`config.mk`:
```
export PLATFORM = sky130hd
export DESIGN_NAME = note_playback_flat
export DESIGN_NICKNAME = d
export VERILOG_FILES = /design/src/rtl/guitar_pkg.sv /design/src/rtl/note_playback_if.sv /design/src/rtl/note_decoder.sv /design/src/rtl/note_playback.sv /design/src/flat_wrapper.sv
export SDC_FILE = /design/constraint.sdc
export NUM_CORES = 1
export LEC_CHECK = 0
export ABC_AREA = 1
export BUFFER_PORTS_ARGS = -buffer_cell sky130_fd_sc_hd__buf_2
export CORE_ASPECT_RATIO = 2
export CORE_UTILIZATION = 54
export CTS_CLUSTER_DIAMETER = 200
export DETAILED_ROUTE_END_ITERATION = 10
export PLACE_DENSITY = 0.85
export SYNTH_ARGS = -nofsm -noshare
export SYNTH_HDL_FRONTEND = slang
export SYNTH_SLANG_ARGS = --single-unit
```
`constraint.sdc`:
```
create_clock -name clk -period 3.71 [get_ports clk]
set_input_delay 0.1855 -clock clk [delete_from_list [all_inputs] [get_ports clk]]
set_output_delay 0.1855 -clock clk [all_outputs]
set_load 0.01 [all_outputs]
```
`src/rtl/guitar_pkg.sv`:
```
// Shared constants, note-word bit mapping and playback states
// for the guitar record/playback path.
package guitar_pkg;

    localparam int NUM_STRINGS = 6;
    localparam int NUM_FRETS   = 5;
    localparam int FRET_W      = 3;
    localparam int NOTE_BITS   = NUM_STRINGS * NUM_FRETS;

    typedef enum logic [2:0] {
        S_IDLE,
        S_FETCH,
        S_CAPTURE,
        S_PRESENT,
        S_WAIT_BEAT,
        S_DONE
    } state_e;

    // Same mapping coordinates_converter uses when recording.
    function automatic int unsigned note_bit(
        input int unsigned f,
        input int unsigned s
    );
        return f * NUM_STRINGS + s;
    endfunction

endpackage

```
`src/rtl/note_playback_if.sv`:
```
// Decoded-note handshake from playback to the audio module.
// Master drives the note, slave returns ready.
interface note_playback_if;
    import guitar_pkg::*;

    logic                          note_valid;
    logic                          note_ready;
    logic [NUM_STRINGS-1:0]        string_active;
    logic [NUM_STRINGS*FRET_W-1:0] string_fret;

    modport master (
        output note_valid,
        output string_active,
        output string_fret,
        input  note_ready
    );

    modport slave (
        input  note_valid,
        input  string_active,
        input  string_fret,
        output note_ready
    );

endinterface

```
`src/rtl/note_decoder.sv`:
```
// Combinational note-word decoder: per-string highest fret,
// flags reserved bits or multiple frets on one string.
module note_decoder
    import guitar_pkg::*;
#(
    parameter int NOTE_W = 32
) (
    input  logic [NOTE_W-1:0]               word,
    output logic [NUM_STRINGS-1:0]          active,
    output logic [NUM_STRINGS*FRET_W-1:0]   fret,
    output logic                            malformed
);

    always_comb begin
        active    = '0;
        fret      = '0;
        malformed = |word[NOTE_W-1:NOTE_BITS];
        for (int s = 0; s < NUM_STRINGS; s++) begin
            // Ascending scan so the highest fret overwrites.
            for (int f = 0; f < NUM_FRETS; f++) begin
                if (word[note_bit(f, s)]) begin
                    if (active[s])
                        malformed = 1'b1;
                    active[s] = 1'b1;
                    fret[s*FRET_W +: FRET_W] = FRET_W'(f);
                end
            end
        end
    end

endmodule

```
`src/rtl/note_playback.sv`:
```
// Steps through the note RAM one word per beat and presents
// each decoded note to the audio module.
module note_playback
    import guitar_pkg::*;
#(
    parameter int ADDR_W = 6,
    parameter int NOTE_W = 32
) (
    input  logic              clk,
    input  logic              reset,
    input  logic              start,
    input  logic              stop,
    input  logic              beat,
    input  logic [ADDR_W:0]   length,
    output logic [ADDR_W-1:0] mem_addr,
    input  logic [NOTE_W-1:0] mem_q,
    note_playback_if.master   note,
    output logic              playing,
    output logic              done,
    output logic              malformed,
    output logic              overrun
);

    localparam int SF_W = NUM_STRINGS * FRET_W;

    state_e              state_q, state_d;
    logic [ADDR_W-1:0]   mem_addr_q, mem_addr_d;
    logic                pending_q, pending_d;
    logic [NUM_STRINGS-1:0] active_q, active_d;
    logic [SF_W-1:0]     fret_q, fret_d;
    logic                malformed_q, malformed_d;
    logic                overrun_q, overrun_d;
    logic                note_valid_q, note_valid_d;
    logic                playing_q, playing_d;
    logic                done_q, done_d;

    logic [NUM_STRINGS-1:0] dec_active;
    logic [SF_W-1:0]        dec_fret;
    logic                   dec_malformed;
    logic                   last_note;

    note_decoder #(.NOTE_W(NOTE_W)) u_dec (
        .word      (mem_q),
        .active    (dec_active),
        .fret      (dec_fret),
        .malformed (dec_malformed)
    );

    // Compare as a count so a shrunk length still terminates.
    assign last_note = ({1'b0, mem_addr_q} + (ADDR_W+1)'(1))
                       >= length;

    always_comb begin
        state_d     = state_q;
        mem_addr_d  = mem_addr_q;
        pending_d   = pending_q;
        active_d    = active_q;
        fret_d      = fret_q;
        malformed_d = malformed_q;
        overrun_d   = overrun_q;

        unique case (state_q)
            S_IDLE: begin
                if (start) begin
                    malformed_d = 1'b0;
                    overrun_d   = 1'b0;
                    mem_addr_d  = '0;
                    state_d     = (length == '0) ? S_DONE : S_FETCH;
                end
            end
            S_FETCH:   state_d = S_CAPTURE;
            S_CAPTURE: begin
                active_d = dec_active;
                fret_d   = dec_fret;
                if (dec_malformed)
                    malformed_d = 1'b1;
                state_d = S_PRESENT;
            end
            S_PRESENT: begin
                if (note.note_ready) begin
                    if (last_note) begin
                        state_d = S_DONE;
                    end else begin
                        mem_addr_d = mem_addr_q + ADDR_W'(1);
                        state_d = (pending_q || beat) ? S_FETCH
                                                      : S_WAIT_BEAT;
                    end
                end
            end
            S_WAIT_BEAT: begin
                if (beat)
                    state_d = S_FETCH;
            end
            S_DONE: begin
                mem_addr_d = '0;
                state_d    = S_IDLE;
            end
            default: state_d = S_IDLE;
        endcase

        if (beat && (state_q == S_FETCH || state_q == S_CAPTURE ||
                     state_q == S_PRESENT)) begin
            if (pending_q)
                overrun_d = 1'b1;
            else
                pending_d = 1'b1;
        end

        if (state_d == S_FETCH)
            pending_d = 1'b0;

        // Abort: no done pulse, sticky flags untouched.
        if (stop) begin
            state_d     = S_IDLE;
            pending_d   = 1'b0;
            mem_addr_d  = '0;
            active_d    = active_q;
            fret_d      = fret_q;
            malformed_d = malformed_q;
            overrun_d   = overrun_q;
        end

        note_valid_d = (state_d == S_PRESENT);
        playing_d    = (state_d != S_IDLE);
        done_d       = (state_d == S_DONE);
    end

    always_ff @(posedge clk or posedge reset) begin
        if (reset) begin
            state_q      <= S_IDLE;
            mem_addr_q   <= '0;
            pending_q    <= 1'b0;
            active_q     <= '0;
            fret_q       <= '0;
            malformed_q  <= 1'b0;
            overrun_q    <= 1'b0;
            note_valid_q <= 1'b0;
            playing_q    <= 1'b0;
            done_q       <= 1'b0;
        end else begin
            state_q      <= state_d;
            mem_addr_q   <= mem_addr_d;
            pending_q    <= pending_d;
            active_q     <= active_d;
            fret_q       <= fret_d;
            malformed_q  <= malformed_d;
            overrun_q    <= overrun_d;
            note_valid_q <= note_valid_d;
            playing_q    <= playing_d;
            done_q       <= done_d;
        end
    end

    assign mem_addr           = mem_addr_q;
    assign note.note_valid    = note_valid_q;
    assign note.string_active = active_q;
    assign note.string_fret   = fret_q;
    assign playing            = playing_q;
    assign done               = done_q;
    assign malformed          = malformed_q;
    assign overrun            = overrun_q;

endmodule

```
`src/flat_wrapper.sv`:
```
// flat-port wrapper written by rule: the top's interface ports become plain ports
module note_playback_flat import guitar_pkg::*;
#(
    parameter int ADDR_W = 6,
    parameter int NOTE_W = 32
)
  (clk, reset, start, stop, beat, length, mem_addr, mem_q, playing, done, malformed, overrun, note_note_valid, note_string_active, note_string_fret, note_note_ready);
  note_playback_if note_i ();
  input  logic clk;
  input  logic reset;
  input  logic start;
  input  logic stop;
  input  logic beat;
  input  logic [ADDR_W:0] length;
  output logic [ADDR_W-1:0] mem_addr;
  input  logic [NOTE_W-1:0] mem_q;
  output logic playing;
  output logic done;
  output logic malformed;
  output logic overrun;
  output wire logic [$bits(note_i.note_valid)-1:0] note_note_valid;
  output wire logic [$bits(note_i.string_active)-1:0] note_string_active;
  output wire logic [$bits(note_i.string_fret)-1:0] note_string_fret;
  input wire logic [$bits(note_i.note_ready)-1:0] note_note_ready;
  assign note_note_valid = note_i.note_valid;
  assign note_string_active = note_i.string_active;
  assign note_string_fret = note_i.string_fret;
  assign note_i.note_ready = note_note_ready;
  note_playback #(.ADDR_W(ADDR_W), .NOTE_W(NOTE_W)) u_core (.clk(clk), .reset(reset), .start(start), .stop(stop), .beat(beat), .length(length), .mem_addr(mem_addr), .mem_q(mem_q), .note(note_i), .playing(playing), .done(done), .malformed(malformed), .overrun(overrun));
endmodule
```
---- Yosys cells after proc, flatten, opt, wreduce, memory -nomap -nowiden ----
Cells that the tools add are included.
cells by class
  add/sub/neg operators ................... 2
  order comparisons ....................... 1
  equal/unequal tests ..................... 13
  multiplexer cells ....................... 125
  bitwise operators ....................... 1
  reduce and logical (&&, ||, !) cells .... 14
operator list
  kind                                                                     number
  1-bit 2-to-1 mux                                                         93
  3-bit 2-to-1 mux                                                         25
  6-bit 2-to-1 mux                                                         4
  6-bit case mux with 3 select lines                                       1
  3-bit case mux with 5 select lines                                       1
  3-bit by 2-bit == test with 1-bit output, second input constant          3
  3-bit == test, second input constant                                     3
  3-bit inequality test, second input constant                             3
  4-bit AND reduction                                                      2
  6-bit by 1-bit adder with 7-bit output, second input constant            1
  7-bit greater-or-equal comparator                                        1
  7-bit zero test                                                          1
  6-bit by 1-bit adder with 6-bit output, second input constant            1
  3-bit by 1-bit == test with 1-bit output, second input constant          2
  3-bit nonzero test                                                       2
  4-bit nonzero test                                                       1
  3-bit zero test                                                          1
  1-bit logical OR                                                         3
  2-bit by 1-bit inequality test with 1-bit output, second input constant  1
  2-bit inequality test, second input constant                             1
  1-bit case mux with 2 select lines                                       1
  2-bit AND reduction                                                      1
  2-bit nonzero test                                                       1
  2-bit OR reduction                                                       1
  2 further kinds                                                          2
storage, ports and cells
  bits in registers ....................... 39
  input bits .............................. 45
  logic and storage cells ................. 166

---- Depth between registers and ports, before layout ----
Gate-level depths: netlist of the first run.
  depth in word-level cells ............... 51
  depth in mapped cells ................... 14
  mapped depth without buffers ............ 13

---- Cells and area by module ----
Synthesis of the first run repeated with hierarchy kept, for this count alone.
second synthesis, totals
  cells, all modules ...................... 313
  area total of the unflattened synthesis .. 2553.7 um2
by module, submodules not included
  module         times used  cells an instance  area an instance (um2)
  note_playback  1           199                2053.2
  note_decoder   1           114                500.5

---- Worst setup path before layout of the first run ----
No wires, ideal clock.
  path kind ............................... register -> register
  start point ............................. register u_core.mem_addr_q[0], in the netlist u_core.mem_addr[0]
  end point ............................... register u_core.mem_addr_q[3], in the netlist u_core.mem_addr[3]
  library setup time ...................... 0.118 ns
  arrival ................................. 2.002 ns
  data required time ...................... 3.592 ns
  setup slack ............................. 1.591 ns
  cell stages (with the launch flop) ...... 14
  buffers on the path ..................... 1
  clock period less this slack ............ 2.119 ns
  path through ............................ dfrtp_1 ha_1 nand3_1 xor2_1 inv_1 ha_1 a21oi_1 o21a_1 nand2_1 nand2_2 nand3_2 buf_6 nand2_2 o21ai_2
on the way
  word-level cells in the longest chain between the ends .. 5
ends and longest elaborated chain
  item                                                                            RTL line              RTL
  start: declaration                                                              note_playback.sv:27   logic [ADDR_W-1:0] mem_addr_q, mem_addr_d;
  start signal: assignment                                                        note_playback.sv:142  mem_addr_q <= mem_addr_d;
  branches (longest 5 deep; another with 6-bit by 1-bit adder with 7-bit output)  --
Several ways; the timed one is not identified. The select of a mux whose other input is x is not followed.
A chain may end at the register's enable or synchronous reset.

---- Final worst setup path of the first run ----
  start point ............................. register u_core.mem_addr_q[0], in the netlist u_core.mem_addr[0]
  end point ............................... register u_core.mem_addr_q[4], in the netlist u_core.mem_addr[4]
Same word-level chain as after synthesis.

==> impl_metrics.env, run 1 <==
export IMPL_syn2layout_area_growth_pct=22.7
export IMPL_via_count=2302
export IMPL_ioPinCount=80
export IMPL_ys_async_sr_fraction_pct=100
export IMPL_yosysMostFrequentCell="nand2_1"
export IMPL_cpMaxStageDelayCell="dfrtp_1"
export IMPL_synthTopCellsByArea="dfrtp_1 42%, nand2_1 12%, nor2_1 8.1%"
export IMPL_synth_area_per_cell_sq_um=7.40
export IMPL_status="finished with violations"
export IMPL_cp_start_kind="flop"
export IMPL_clk_pin_slew_ns=0.08
export IMPL_failed_checks="negative hold slack"
export IMPL_hold_slack_ns=-0.00785
export IMPL_utilization_pct=69.5
export IMPL_coreArea_sq_mm=0.00409
export IMPL_clock_sinks=39
export IMPL_dp_hpwl_um=4580
export IMPL_report_final_hold_viol_count=6
export IMPL_die_w_um=48.3
export IMPL_skew_ns=0.0115
export IMPL_ys_seq_elements=39
export IMPL_maxCapViolCount=0
export IMPL_slowest_delay_ns=0.44
export IMPL_htree_levels=2
export IMPL_antenna_left=0
export IMPL_ys_warn_count=0
export IMPL_ir_worst_vdd_uv=398
export IMPL_p_leak_nw=1.56
export IMPL_yosys_top_cells_count="72 x nand2_1, 50 x nor2_1, 43 x inv_1"
export IMPL_tightest_slew_ns=0.494
export IMPL_hold_path_class="input port to asynchronous set/reset pin"
export IMPL_finalCriticalPeriod_ns=2.41
export IMPL_setup_ws_ns=1.30
export IMPL_yosysSeqAreaShare_pct=42.2
export IMPL_grt_ovfl_total=0
export IMPL_slew_viol_final=0
export IMPL_stdcell_count=448
export IMPL_grt_use_total_pct=29.3
export IMPL_synthesis_nets=366
export IMPL_die_area_sq_mm=0.00457
export IMPL_rsz0062_at_grt="no"
export IMPL_final_area_sq_mm=0.00284
export IMPL_cts_setup_buffers=0
export IMPL_cts_resized_gates=0
export IMPL_crit_path_end_kind="flop"
export IMPL_ctsHoldBuffers=0
export IMPL_ctsRootBufferMaster="clkbuf_8"
export IMPL_via_per_inst=5.14
export IMPL_wl_per_cell_um=12.8
export IMPL_clockBufferDepth=2
export IMPL_cts_buffers=5
export IMPL_fp_dieH_um=94.6
export IMPL_path_cells="ha_1 > nand3_1 > nor3b_1 > ha_1 > a21oi_1 > o21a_1 > nand2_1 > nand2_2 > nand3_2 > nand2_1 > o21ai_2"
export IMPL_synth_edf_count=0
export IMPL_ys_types=28
export IMPL_finalCritPeriodShare_pct=65.0
export IMPL_crit_fanout=12
export IMPL_synth_top_cell_by_area="dfrtp_1"
export IMPL_setup_viol=0
export IMPL_timing_setup_tns_ns=0
export IMPL_initial_core_util_pct=56.6
export IMPL_slew_limit_headroom_pct=67.0
export IMPL_p_per_area_mw_per_mm2=458
export IMPL_placed_cell_area_sq_mm=0.00275
export IMPL_gp_congestion=0.918
export IMPL_netlist_area_leader_share_pct=42.2
export IMPL_drive_gt1_share_pct=28.5
export IMPL_max_freq_ghz=0.415
export IMPL_grt_pass1_wl_um=9560
export IMPL_antenna_found_initial=0
export IMPL_synth_ff_type="dfrtp_1"
export IMPL_crit_family="simple AND/OR/NAND/NOR gates"
export IMPL_path_class="flop to flop"
export IMPL_dpl_worst_slack_ns=1.29
export IMPL_cts_tree="yes"
export IMPL_first_global_vias=2315
export IMPL_drt_initial_drc_count=55
export IMPL_arrival_ns=2.58
export IMPL_clk_insertion_delay_late_ns=0.29
export IMPL_post_route_drc_count=0
export IMPL_routed_wl_um=5750
export IMPL_cp_buffers_inverters=0
export IMPL_synth_area_sq_mm=0.00231
export IMPL_firstDrtPassIters=5
export IMPL_io_buffers=79
export IMPL_diodes=0
export IMPL_syn_instance_count=313
export IMPL_grt_max_degree=40
export IMPL_worstPathRequired_ns=3.88
export IMPL_rows=33
export IMPL_dpl_cell_count=441
export IMPL_nets=449
-- metal layers --
layer | vias to the layer above | GRT usage, % | routed length, um
li1 | 1157 | - | -
met1 | 1033 | 28.7 | 2000
met2 | 88 | 51.8 | 3240
met3 | 24 | 6.12 | 259
met4 | 0 | 16.2 | 253
met5 | - | 0 | 0
-- final cells by class --
class	instances	area (sq um)
inverters	46	178
multi-input cells	223	1120
clock inverters	1	5.00
fillers	377	1250
repair buffers	81	410
clock buffers	6	82.6
well taps	52	65.1
flip-flops and latches	39	976
-- worst paths after layout --
| path | depth (start not counted) | endpoint | from | slack (ns) |
|---|---|---|---|---|
| max in group asynchronous | 3 | u_core.note.string_fret[10] | reset | 3.36 |
| min | 3 | u_core.note.string_fret[3] | reset | -0.008 |
| max reg2reg | 11 | u_core.mem_addr[4] | u_core.mem_addr[0] | 1.30 |
| min in group clk | 3 | u_core.note.string_fret[8] | mem_q[26] | 0.14 |
| max | 11 | u_core.mem_addr[4] | u_core.mem_addr[0] | 1.30 |
| min reg2reg | 2 | u_core.note.string_fret[9] | u_core.note.string_fret[9] | 0.49 |
-- registers in the layout, summed over array words and instances, names as in the netlist --
| signal | cells |
|---|---|
| u_core.note.string_fret | 18 |
| u_core.mem_addr | 6 |
| u_core.note.string_active | 6 |
| u_core.state_q | 3 |
| u_core.done | 1 |
| u_core.malformed | 1 |
| u_core.note.note_valid | 1 |
| u_core.overrun | 1 |
| u_core.pending_q | 1 |
| u_core.playing | 1 |
-- cell families after synthesis --
family                   after synthesis  share of synthesized area (%)
adder cells (fa/ha/maj)                8                           4.32
XOR/XNOR                               4                           1.51
buffers and inverters                 51                           9.30
flip-flops                            39                           42.2
AND/OR/NAND/NOR                      164                           30.7
AO/OA/AOI/OAI                         47                           12.0
-- worst reg2reg max path, stage by stage, from the launching register on --
cell	delay, ns
dfrtp_1	0.44
ha_1	0.23
nand3_1	0.13
nor3b_1	0.25
ha_1	0.29
a21oi_1	0.15
o21a_1	0.16
nand2_1	0.07
nand2_2	0.06
nand3_2	0.28
nand2_1	0.17
o21ai_2	0.06
-- report_power, final --
group / switching, mW / internal, mW
registers: 0.0603 / 0.533
logic: 0.246 / 0.169
clock network: 0.144 / 0.146
total: 0.451 / 0.848
-- cells in the final DEF, fill, tap and decap left out, types with 2 or more instances in the layout --
master | synthesis | layout
a21oi_1 | 11 | 11
a31oi_1 | 7 | 7
buf_2 | 3 | 79
buf_4 | 0 | 2
clkbuf_8 | 0 | 6
dfrtp_1 | 39 | 39
ha_1 | 8 | 8
inv_1 | 43 | 43
inv_4 | 2 | 2
nand2_1 | 72 | 72
nand2_2 | 6 | 6
nand3_1 | 19 | 19
nand4_1 | 3 | 3
nor2_1 | 50 | 50
nor2_2 | 7 | 7
nor2_4 | 2 | 2
nor3_1 | 2 | 2
o21ai_0 | 7 | 7
o21ai_1 | 12 | 12
o21ai_2 | 6 | 6
xor2_1 | 4 | 4
-- per-stage QoR --
step | hold slack (ns) | total power [mW]
after global placement | 0.323 | 1.00
after CTS | 0.0142 | 1.31
after global routing | 0.0577 | 1.38
after detailed placement | 0.325 | 1.02
final | -0.00785 | 1.30
after floorplan | 0.320 | 0.834
Power figures use the tool's default switching activity.
==> run 2: changes to the inputs <==
--- a/config.mk
+++ b/config.mk
@@ -8,10 +8,10 @@
 export ABC_AREA = 1
 export BUFFER_PORTS_ARGS = -buffer_cell sky130_fd_sc_hd__buf_2
 export CORE_ASPECT_RATIO = 2
-export CORE_UTILIZATION = 54
+export CORE_UTILIZATION = 45
 export CTS_CLUSTER_DIAMETER = 200
 export DETAILED_ROUTE_END_ITERATION = 10
-export PLACE_DENSITY = 0.85
+export PLACE_DENSITY = 0.76
 export SYNTH_ARGS = -nofsm -noshare
 export SYNTH_HDL_FRONTEND = slang
 export SYNTH_SLANG_ARGS = --single-unit
==> constraint.sdc (replaced) <==
create_clock -name clk -period 2.1 [get_ports clk]
set_input_delay 0.105 -clock clk [delete_from_list [all_inputs] [get_ports clk]]
set_output_delay 0.105 -clock clk [all_outputs]
set_load 0.01 [all_outputs]
==> run 2 against run 1 <==
  * Critical path depth grew 2
  * Via count is 4.0% higher
  * Clock skew fell by 0.0077 ns
  * Critical path type unchanged
  * Routed wire length rose by 8.5%
  * Hold slack improved by 0.073 ns
  * Global-route usage down 4.1 points
  * The flow finishes with violations (negative setup slack)
  * Critical endpoint is now u_core.mem_addr[3]
  * Total power grew 79%
  * Setup slack lost 1.4 ns
  * Largest cell class unchanged
  * Sequential cell count unchanged
  * Non-clock buffer count is 15 higher
  * Sequential share of layout area decreased by 2.9 points
  * Utilization decreased by 6.3 points
==> impl_metrics.env, run 2 (same netlist as run 1, synthesis figures left out) <==
export IMPL_status="finished with violations"
export IMPL_failed_checks="negative setup slack"
export IMPL_p_leak_nw=1.70
export IMPL_antenna_found_initial=0
export IMPL_crit_fanout=6
export IMPL_first_global_vias=2399
export IMPL_path_class="flop to flop"
export IMPL_grt_pass1_wl_um=9910
export IMPL_final_area_sq_mm=0.00310
export IMPL_clockBufferDepth=2
export IMPL_slowest_delay_ns=0.40
export IMPL_die_w_um=52.7
export IMPL_clock_power_share_pct=20.8
export IMPL_arrival_ns=2.39
export IMPL_finalCriticalPeriod_ns=2.21
export IMPL_drt_initial_drc_count=43
export IMPL_hold_path_class="input port to flop"
export IMPL_tightest_slew_ns=0.497
export IMPL_rows=36
export IMPL_report_final_hold_viol_count=0
export IMPL_nets=464
export IMPL_ir_worst_vdd_uv=548
export IMPL_clk_pin_slew_ns=0.07
export IMPL_cp_start_kind="flop"
export IMPL_setup_ws_ns=-0.105
export IMPL_final_cell_mix="79 x buf_2, 68 x nand2_1, 50 x nor2_1, 42 x inv_1, 38 x dfrtp_1"
export IMPL_netSwitchingFraction_pct=34.8
export IMPL_largest_register_ffs=18
export IMPL_dp_hpwl_um=4780
export IMPL_wl_per_cell_um=13.3
export IMPL_combPwrFrac_pct=34.4
export IMPL_post_route_drc_count=0
export IMPL_final_common_cell="buf_2"
export IMPL_io_buffers=79
export IMPL_coreArea_sq_mm=0.00491
export IMPL_power_internal_mw=1.51
export IMPL_path_cells="buf_6 > nand3_4 > nand3b_1 > xor2_2 > ha_1 > nand2_1 > o21a_1 > nand2_1 > nand2_2 > nand3_4 > buf_12 > nand2_2 > o21ai_2"
export IMPL_maxCapViolCount=0
export IMPL_rsz0062_at_grt="yes"
export IMPL_ioPinCount=80
export IMPL_routed_wl_um=6240
export IMPL_diodes=0
export IMPL_cpMaxStageDelayCell="dfrtp_2"
export IMPL_ctsRootBufferMaster="clkbuf_8"
export IMPL_setup_viol=12
export IMPL_firstDrtPassIters=4
export IMPL_drive_gt1_share_pct=34.1
export IMPL_cts_buffers=5
export IMPL_gp_congestion=0.884
export IMPL_max_freq_ghz=0.453
export IMPL_htree_levels=2
export IMPL_fp_dieH_um=103
export IMPL_initial_core_util_pct=47.1
export IMPL_grt_ovfl_total=0
export IMPL_cts_tree="yes"
export IMPL_slew_viol_final=0
export IMPL_antenna_left=0
export IMPL_slew_limit_headroom_pct=66.9
export IMPL_finalCritPeriodShare_pct=105
export IMPL_crit_path_end_kind="flop"
export IMPL_p_per_area_mw_per_mm2=748
export IMPL_die_area_sq_mm=0.00545
export IMPL_total_power_mw=2.32
export IMPL_grt_max_degree=40
export IMPL_p_sw_mw=0.808
export IMPL_grt_use_total_pct=25.1
export IMPL_via_per_inst=5.12
export IMPL_hold_slack_ns=0.0650
export IMPL_skew_ns=0.00374
export IMPL_worstPathRequired_ns=2.28
export IMPL_clk_insertion_delay_late_ns=0.29
export IMPL_clock_sinks=39
export IMPL_syn2layout_area_growth_pct=34.1
export IMPL_via_count=2394
export IMPL_placed_cell_area_sq_mm=0.00283
export IMPL_seqPwrFrac_pct=44.8
-- run 2: cell count changes in the layout (fill, tap and decap cells not counted), moves of 2 or more --
cell      previous run  this run
buf_4                2        12
nand2_4              0         5
nand2_1             72        68
a21oi_1             11         9
a21oi_2              0         2
buf_6                0         2
clkbuf_1             0         2
ha_1                 8         6
ha_4                 0         2
nand3_1             19        17
nand3_4              0         2
xor2_1               4         2
xor2_2               0         2
-- run 2: layer usage --
| layer | global-route usage (%) | routed length, um | up-vias |
|---|---|---|---|
| li1 | - | - | 1192 |
| met1 | 23.0 | 2200 | 1108 |
| met2 | 48.7 | 3620 | 78 |
| met3 | 4.53 | 266 | 16 |
| met4 | 14.4 | 151 | 0 |
| met5 | 0 | 0 | - |
-- run 2: worst max-delay path, delay by kind of cell (launching register included) --
family,cells,cell delay (ns)
XOR/XNOR,1,0.19
adder cells (fa/ha/maj),1,0.29
AO/OA/AOI/OAI,2,0.21
buffers and inverters,2,0.30
flip-flops,1,0.40
AND/OR/NAND/NOR,7,0.70
-- run 2: per-stage QoR --
stage | util (%) | setup TNS, ns | setup WS (ns) | cells
global placement | 57.7 | 0 | 0.0107 | 454
global route | 63.2 | -2.14 | -0.236 | 468
floorplan | - | 0 | 0.00400 | 313
detailed placement | 57.7 | -0.385 | -0.0704 | 454
finish | 63.2 | -0.810 | -0.105 | 468
CTS | 62.3 | -0.00214 | -0.00214 | 467
-- run 2: repair_timing --
| item | in CTS | in global routing |
|---|---|---|
| pin swaps | 1 | 3 |
| setup endpoints to repair | 9 | 12 |
| hold buffers | 1 | 0 |
| resized for setup | 15 | 10 |
| endpoints found under the hold margin | 39 | 0 |
| setup buffers | 4 | 1 |
| gates cloned | 1 | 0 |
-- run 2: power groups by stage --
stage               clock (mW)  combinational, mW  sequential (mW)
detailed placement           0              0.760             1.05
global route             0.517              0.896             1.07
CTS                      0.502              0.796             1.04
finish                   0.482              0.798             1.04
floorplan                    0              0.331             1.14
global placement             0              0.745             1.05
-- run 2: path summary, 6_finish.rpt --
check,from,to,slack (ns),cells past startpoint
max,u_core.mem_addr[0],u_core.mem_addr[3],-0.11,13
min,mem_q[29],u_core.note.string_fret[17],0.06,3
max reg2reg,u_core.mem_addr[0],u_core.mem_addr[3],-0.11,13
min reg2reg,u_core.note.string_fret[4],u_core.note.string_fret[4],0.49,2
max in group asynchronous,reset,u_core.mem_addr[0],1.26,4
min in group asynchronous,reset,u_core.note.string_fret[5],0.47,4
-- run 2: cell type report --
type,count,area (sq um)
Clock buffer,7,76.3
Fill cell,446,1810
Inverter,46,178
Multi-Input combinational cell,223,1240
Sequential cell,39,977
Tap cell,57,71.3
Timing Repair Buffer,96,566
